===== src/rtl/video_line_capture_pkg.sv =====
// Shared definitions for the binarised-video capture path: geometry defaults, FSM encoding
// and the bundled sync/DE record carried through the input register stage.
package video_line_capture_pkg;

    localparam int unsigned DEF_ADDR_WIDTH  = 11;
    localparam int unsigned DEF_HACTIVE     = 640;
    localparam int unsigned DEF_VACTIVE     = 480;
    localparam int unsigned DEF_PIXEL_WIDTH = 8;

    localparam int unsigned SYNC_WIDTH = 3;
    localparam int unsigned SYNC_DELAY = 1;

    typedef enum logic [1:0] {
        StIdle  = 2'd0,
        StArmed = 2'd1,
        StLine  = 2'd2,
        StDone  = 2'd3
    } cap_state_e;

    typedef struct packed {
        logic vsync;
        logic hsync;
        logic de;
    } sync_t;

endpackage


===== src/rtl/video_line_capture_cycle_delay.sv =====
// Fixed-latency register pipeline used to align sync/DE with the registered pixel stream.
module video_line_capture_cycle_delay #(
    parameter int unsigned DATA_WIDTH = 3,
    parameter int unsigned DELAY      = 1
) (
    input  logic                  VCLK,
    input  logic                  RST_N,
    input  logic [DATA_WIDTH-1:0] iDATA,
    output logic [DATA_WIDTH-1:0] oDATA
);

    logic [DATA_WIDTH-1:0] pipe_q [DELAY];

    always_ff @(posedge VCLK or negedge RST_N) begin
        if (!RST_N) begin
            for (int unsigned i = 0; i < DELAY; i++) begin
                pipe_q[i] <= '0;
            end
        end else begin
            pipe_q[0] <= iDATA;
            for (int unsigned i = 1; i < DELAY; i++) begin
                pipe_q[i] <= pipe_q[i-1];
            end
        end
    end

    assign oDATA = pipe_q[DELAY-1];

endmodule


===== src/rtl/video_line_capture.sv =====
// Binarises the camera luma stream, packs each active line into one word (bit index = H address)
// and hands completed lines to line memory over a WE/ACK handshake keyed by V address.
module video_line_capture
    import video_line_capture_pkg::*;
#(
    parameter int unsigned ADDR_WIDTH  = DEF_ADDR_WIDTH,
    parameter int unsigned HACTIVE     = DEF_HACTIVE,
    parameter int unsigned VACTIVE     = DEF_VACTIVE,
    parameter int unsigned PIXEL_WIDTH = DEF_PIXEL_WIDTH
) (
    input  logic                   VCLK,
    input  logic                   RST_N,
    input  logic                   iVSYNC,
    input  logic                   iHSYNC,
    input  logic                   iDE,
    input  logic [PIXEL_WIDTH-1:0] iPIXEL,
    input  logic [PIXEL_WIDTH-1:0] iTHRESHOLD,
    input  logic                   iCAPTURE_EN,
    output logic [ADDR_WIDTH-1:0]  oH_ADDR,
    output logic [ADDR_WIDTH-1:0]  oV_ADDR,
    output logic [HACTIVE-1:0]     oLINE_DATA,
    output logic [ADDR_WIDTH-1:0]  oLINE_ADDR,
    output logic                   oLINE_WE,
    input  logic                   iLINE_ACK,
    output logic                   oFRAME_DONE,
    output logic                   oOVERRUN
);

    localparam logic [ADDR_WIDTH-1:0] H_END  = ADDR_WIDTH'(HACTIVE);
    localparam logic [ADDR_WIDTH-1:0] V_END  = ADDR_WIDTH'(VACTIVE);
    localparam logic [ADDR_WIDTH-1:0] V_LAST = ADDR_WIDTH'(VACTIVE - 1);

    sync_t sync_in;
    sync_t sync_r;
    logic  hsync_unused;

    assign sync_in = '{vsync: iVSYNC, hsync: iHSYNC, de: iDE};

    video_line_capture_cycle_delay #(
        .DATA_WIDTH (SYNC_WIDTH),
        .DELAY      (SYNC_DELAY)
    ) u_sync_delay (
        .VCLK  (VCLK),
        .RST_N (RST_N),
        .iDATA (sync_in),
        .oDATA (sync_r)
    );

    // HSYNC is carried through the register stage but line boundaries come from DE alone.
    assign hsync_unused = sync_r.hsync;

    cap_state_e              state;
    logic                    pix_bit_r;
    logic                    vs_prev;
    logic                    de_prev;
    logic [ADDR_WIDTH-1:0]   h_cnt;
    logic [ADDR_WIDTH-1:0]   v_cnt;
    logic [HACTIVE-1:0]      shift_reg;
    logic [HACTIVE-1:0]      line_data;
    logic [ADDR_WIDTH-1:0]   line_addr;
    logic                    line_we;
    logic                    frame_done;
    logic                    overrun;

    logic pix_bit;
    logic vs_rise;
    logic de_fall;
    logic accept;

    assign pix_bit = (iPIXEL >= iTHRESHOLD);
    assign vs_rise = sync_r.vsync & ~vs_prev;
    assign de_fall = ~sync_r.de & de_prev;
    assign accept  = line_we & iLINE_ACK;

    always_ff @(posedge VCLK or negedge RST_N) begin
        if (!RST_N) begin
            state      <= StIdle;
            pix_bit_r  <= 1'b0;
            vs_prev    <= 1'b0;
            de_prev    <= 1'b0;
            h_cnt      <= '0;
            v_cnt      <= '0;
            shift_reg  <= '0;
            line_data  <= '0;
            line_addr  <= '0;
            line_we    <= 1'b0;
            frame_done <= 1'b0;
            overrun    <= 1'b0;
        end else begin
            pix_bit_r  <= pix_bit;
            vs_prev    <= sync_r.vsync;
            de_prev    <= sync_r.de;
            frame_done <= 1'b0;

            if (accept) begin
                line_we <= 1'b0;
            end

            if (!iCAPTURE_EN) begin
                state     <= StIdle;
                line_we   <= 1'b0;
                overrun   <= 1'b0;
                h_cnt     <= '0;
                v_cnt     <= '0;
                shift_reg <= '0;
            end else begin
                unique case (state)
                    StIdle: state <= StArmed;

                    StArmed: begin
                        if (vs_rise) begin
                            state     <= StLine;
                            h_cnt     <= '0;
                            v_cnt     <= '0;
                            shift_reg <= '0;
                        end
                    end

                    StLine: begin
                        if (accept && (line_addr == V_LAST)) begin
                            state      <= StDone;
                            frame_done <= 1'b1;
                        end else if (vs_rise) begin
                            // Restart the frame; a line already handed off still completes.
                            h_cnt     <= '0;
                            v_cnt     <= '0;
                            shift_reg <= '0;
                        end else if (de_fall) begin
                            if (v_cnt < V_END) begin
                                if (!line_we || iLINE_ACK) begin
                                    line_data <= shift_reg;
                                    line_addr <= v_cnt;
                                    line_we   <= 1'b1;
                                end else begin
                                    overrun <= 1'b1;
                                end
                                v_cnt <= v_cnt + 1'b1;
                            end
                            h_cnt     <= '0;
                            shift_reg <= '0;
                        end else if (sync_r.de && (h_cnt < H_END)) begin
                            // Register is cleared per line, so setting bit h is an indexed write.
                            shift_reg <= shift_reg | (HACTIVE'(pix_bit_r) << h_cnt);
                            h_cnt     <= h_cnt + 1'b1;
                        end
                    end

                    StDone: state <= StIdle;

                    default: state <= StIdle;
                endcase
            end
        end
    end

    assign oH_ADDR     = h_cnt;
    assign oV_ADDR     = v_cnt;
    assign oLINE_DATA  = line_data;
    assign oLINE_ADDR  = line_addr;
    assign oLINE_WE    = line_we;
    assign oFRAME_DONE = frame_done;
    assign oOVERRUN    = overrun;

endmodule


===== config.mk =====
export PLATFORM = sky130hd
export DESIGN_NAME = video_line_capture
export DESIGN_NICKNAME = d
export VERILOG_FILES = /design/src/rtl/video_line_capture_pkg.sv /design/src/rtl/video_line_capture_cycle_delay.sv /design/src/rtl/video_line_capture.sv
export SDC_FILE = /design/constraint.sdc
export NUM_CORES = 2
export LEC_CHECK = 0
export ABC_CLOCK_PERIOD_IN_PS = 3500
export CAP_MARGIN = 25
export CELL_PAD_IN_SITES_DETAIL_PLACEMENT = 2
export CELL_PAD_IN_SITES_GLOBAL_PLACEMENT = 2
export CORE_MARGIN = 10
export CORE_UTILIZATION = 40
export DETAILED_ROUTE_END_ITERATION = 7
export PLACE_DENSITY_LB_ADDON = 0.1
export SETUP_SLACK_MARGIN = 0.3
export SLEW_MARGIN = 15
export SYNTH_ARGS = -nofsm -noshare
export SYNTH_HDL_FRONTEND = slang
export SYNTH_SLANG_ARGS = --single-unit

===== constraint.sdc =====
create_clock -name VCLK -period 3.5 [get_ports VCLK]
set_input_delay 0.7 -clock VCLK [delete_from_list [all_inputs] [get_ports VCLK]]
set_output_delay 0.7 -clock VCLK [all_outputs]
set_load 0.02 [all_outputs]

==> results.txt <==
----------------------------------------------------
[Drt]
  Post-Route WL ... 184000 um
  Post-route DRC violation count ... 0
  ANT nets after route ... 0
  Average detailed-routed wire length per instance ... 29.6 um
  Number of detailed-routing iterations run before antenna repair ... 5
  Initial drt markers ... 2162
  Detailed-route vias per instance ... 5.48
  Via total after detailed routing ... 34.1k

[Clocking]
  Clk sinks ... 1323
  Clk slew on worst S/H paths ... 0.05 ns
  Postcts setup bufs ... 0
  Root buf cell ... sky130_fd_sc_hd__clkbuf_16
  Total clock buffers created by CTS ... 143
  Clock latency on the worst-skew pair ... 0.75 ns
  Maximum level of the CTS H-tree ... 4
  CTS tree ... built
  Buffer depth of the longest clock path ... 3

[Timing]
  Final hold violation count ... 0
  Setup repair after global routing missed its margin ... false
  Share of the clock period used by the worst path after layout ... 87.5%
  Number of failing setup endpoints in the final timing report ... 0
  Hold_ws ... 0.409 ns
  Final worst path period need ... 3.06 ns
  Fmax ... 326 MHz
  Max-slew violation count ... 0
  Least-Margin Pin Slew ... 1.01 ns
  Normalized max-slew margin ... 31.8%
  Setup skew after layout ... 0.0224 ns

[Power and ir drop]
  VDD IR max ... 464 uV
  PwrDens ... 518 mW/mm2
  Leakage ... 29.9 nW

[Critical path]
  Data required time at the worst endpoint ... 2.80 ns
  Largest delay contributor family on the critical path ... buffers and inverters
  CP max stage cell ... sky130_fd_sc_hd__clkdlybuf4s50_1
  Startpoint-to-endpoint class of the critical path ... register to output pin
  Critical path data arrival time ... 2.36 ns
  Critical Path Fanout Max ... 14
  Largest stage delay, worst path ... 0.92 ns
  Buffering stage count on the worst path with inverters included ... 1
  Critical-path cell list ... clkdlybuf4s50_1
  Element type at the critical path start ... register
  Crit. End Element ... output pin

[Synth]
  Most numerous cell types in the synthesized netlist ... 1323 x sky130_fd_sc_hd__dfrtp_1, 649 x sky130_fd_sc_hd__mux2_2, 572 x sky130_fd_sc_hd__nand2_1
  Most used flip-flop cell after synthesis ... sky130_fd_sc_hd__dfrtp_1
  Mean instance size in the synthesized netlist ... 13.3 um2
  Sequential area share after synthesis ... 67.1%
  Cell type contributing the most total cell area after synthesis ... sky130_fd_sc_hd__dfrtp_1
  Number of register bits inferred by synthesis ... 1323
  Synth Area in XOR/XNOR ... 0.0178%
  Library cell with the highest instance count after synthesis ... sky130_fd_sc_hd__dfrtp_1
  Async set-or-reset flop fraction in the synthesized netlist ... 100%
  Top post-synthesis cells by area ... sky130_fd_sc_hd__dfrtp_1 67%, sky130_fd_sc_hd__mux2_2 15%, sky130_fd_sc_hd__o21ai_0 5.4%
  Synth Cell Area ... 0.0493 mm2
  Synthesized Nets ... 3744
  Number of unique standard cell types used by synthesis ... 59
  Multiplexer area fraction after synthesis ... 14.9%
  Post-synthesis compound-gate area fraction ... 8.14%
  Gate Count Post-Synth ... 3708
  Area share of the largest cell type after synthesis ... 67.1%
  Adder-cell share of the synthesized area ... 0.330%
  Main combinational cell family by area after synthesis ... multiplexers
  EDFF count, synth ... 0
  Post-synthesis share of cell area spent on and, or, nand and nor gates ... 7.05%
  Number of warnings reported in the yosys synthesis log ... 0

[Finish]
  Synth-to-Final Area Change ... 30.6%
  Register Area ... 0.0331 mm2
  Fill count ... 11.4k
  Area of the multi-input gates ... 0.0150 mm2
  Final design instance area without fill ... 0.0644 mm2
  Count of nets after finishing ... 4523
  Layout cells sized above 1 ... 23.9%

[Status]
  Status ... complete, no violations

[Floorplanning]
  Standard cell core area ... 0.122 mm2
  Die ar. ... 0.138 mm2
  Floorplan die width ... 371 um
  Top-level port count ... 699
  Initial standard-cell utilization of the core ... 40.4%
  Die extent in y ... 371 um
  Core Rows ... 128

[Placed design]
  Placed standard-cell area ... 0.0596 mm2
  Half-perimeter wire length after detailed placement ... 122000 um
  Number of input and output port buffers inserted ... 697
  Final weighted congestion of routability-driven global placement ... 0.753

[GRT]
  Vias in the first global route ... 38.6k
  Global route total overflow ... 0
  First-pass GRT wire length ... 272000 um
  Number of antenna violations at the first check in global routing ... 15
  Pin count of the biggest net entering global routing ... 113
  GRT Overall Usage ... 26.4%

[Run]
  Max-cap violations ... 0

[Worst hold path]
  Hold WC Path Type ... input pin to register

----------------------------------------------------
-- cells in the final DEF, fill, tap and decap left out, types with 17 or more instances in the layout --
cell	count
sky130_fd_sc_hd__o21ai_0	528
sky130_fd_sc_hd__buf_12	81
sky130_fd_sc_hd__nand4_1	21
sky130_fd_sc_hd__buf_4	103
sky130_fd_sc_hd__mux2_2	649
sky130_fd_sc_hd__or3_1	17
sky130_fd_sc_hd__clkbuf_16	149
sky130_fd_sc_hd__nand2_1	568
sky130_fd_sc_hd__clkbuf_8	32
sky130_fd_sc_hd__dfrtp_1	1322
sky130_fd_sc_hd__clkbuf_1	35
sky130_fd_sc_hd__clkdlybuf4s50_1	696
sky130_fd_sc_hd__nor2_1	26
sky130_fd_sc_hd__clkinv_2	22
sky130_fd_sc_hd__a22o_1	110
-- stage by stage --
step / power, mW / instances / utilization [%] / TNS, ns / setup WS (ns)
3_5_place_dp: 18.2 / 5966 / 48.9 / -0.112 / -0.0327
5_1_grt: 34.5 / 6220 / 52.8 / 0 / 0.327
3_3_place_gp: 18.2 / 5965 / 48.9 / 0 / 0.0929
6_report: 33.3 / 6221 / 52.8 / 0 / 0.437
2_1_floorplan: 17.0 / 3708 / - / 0 / 0.897
4_1_cts: 33.7 / 6220 / 52.8 / 0 / 0.387
-- repair_timing --
| item | 4_1_cts | 5_1_grt |
|---|---|---|
| hold buffers | 1 | 0 |
| hold endpoints to repair | 69 | 0 |
| gates resized for setup | 0 | 0 |
-- layer usage --
layer,track usage [%],share of wire (%)
met5,0,0
met3,5.90,5.6
met1,32.8,41
met4,9.12,3.5
met2,45.0,50
-- worst register-to-register path, stage by stage (launching register included) --
cell and delay [ns]:
sky130_fd_sc_hd__dfrtp_1 0.40, sky130_fd_sc_hd__nand4bb_1 0.24, sky130_fd_sc_hd__or4_1 0.57, sky130_fd_sc_hd__buf_4 0.19, sky130_fd_sc_hd__buf_12 0.15, sky130_fd_sc_hd__o211ai_4 0.30
sky130_fd_sc_hd__buf_12 0.28, sky130_fd_sc_hd__nand3_2 0.35, sky130_fd_sc_hd__o21ai_0 0.38
-- path summary, 6_finish.rpt --
kind | startpoint | endpoint | slack [ns] | cells past startpoint
setup / recovery | oH_ADDR[2]$_DFFE_PN0P_ | oH_ADDR[2] | 0.44 | 1
hold / removal | iDE | u_sync_delay.oDATA[0]$_DFF_PN0_ | 0.41 | 1
setup reg to reg | oLINE_ADDR[10]$_DFFE_PN0P_ | shift_reg[195]$_DFFE_PN0P_ | 0.55 | 8
hold reg to reg | u_sync_delay.oDATA[0]$_DFF_PN0_ | de_prev$_DFF_PN0_ | 0.43 | 0
max in group asynchronous | RST_N | oLINE_DATA[236]$_DFFE_PN0P_ | 1.76 | 4
min in group asynchronous | RST_N | shift_reg[615]$_DFFE_PN0P_ | 0.54 | 2
-- cell families after synthesis --
group	Yosys count
and+or+nand+nor	760
adders and majority gates	13
DFF	1323
buffers and inverters	265
muxes	652
AOI/OAI and AO/OA	694
xor gates and xnor gates	1
-- power by group --
part	switching (mW)	internal, mW	total [mW]
sequential	0.0362	15.3	15.4
clock	6.34	9.14	15.5
combinational	1.88	0.613	2.50
-- area by class of cell --
class                           count  area share [%]
Sequential cell                  1323            51.4
Multi-Input combinational cell   2120            23.3
Timing Repair Buffer              883            14.6
Antenna cell                        1         0.00389
Clock buffer                      216            6.68
Clock inverter                     37           0.713
Tap cell                         1625            3.16
Inverter                           16          0.0933
(Power assumes the default switching activity.)
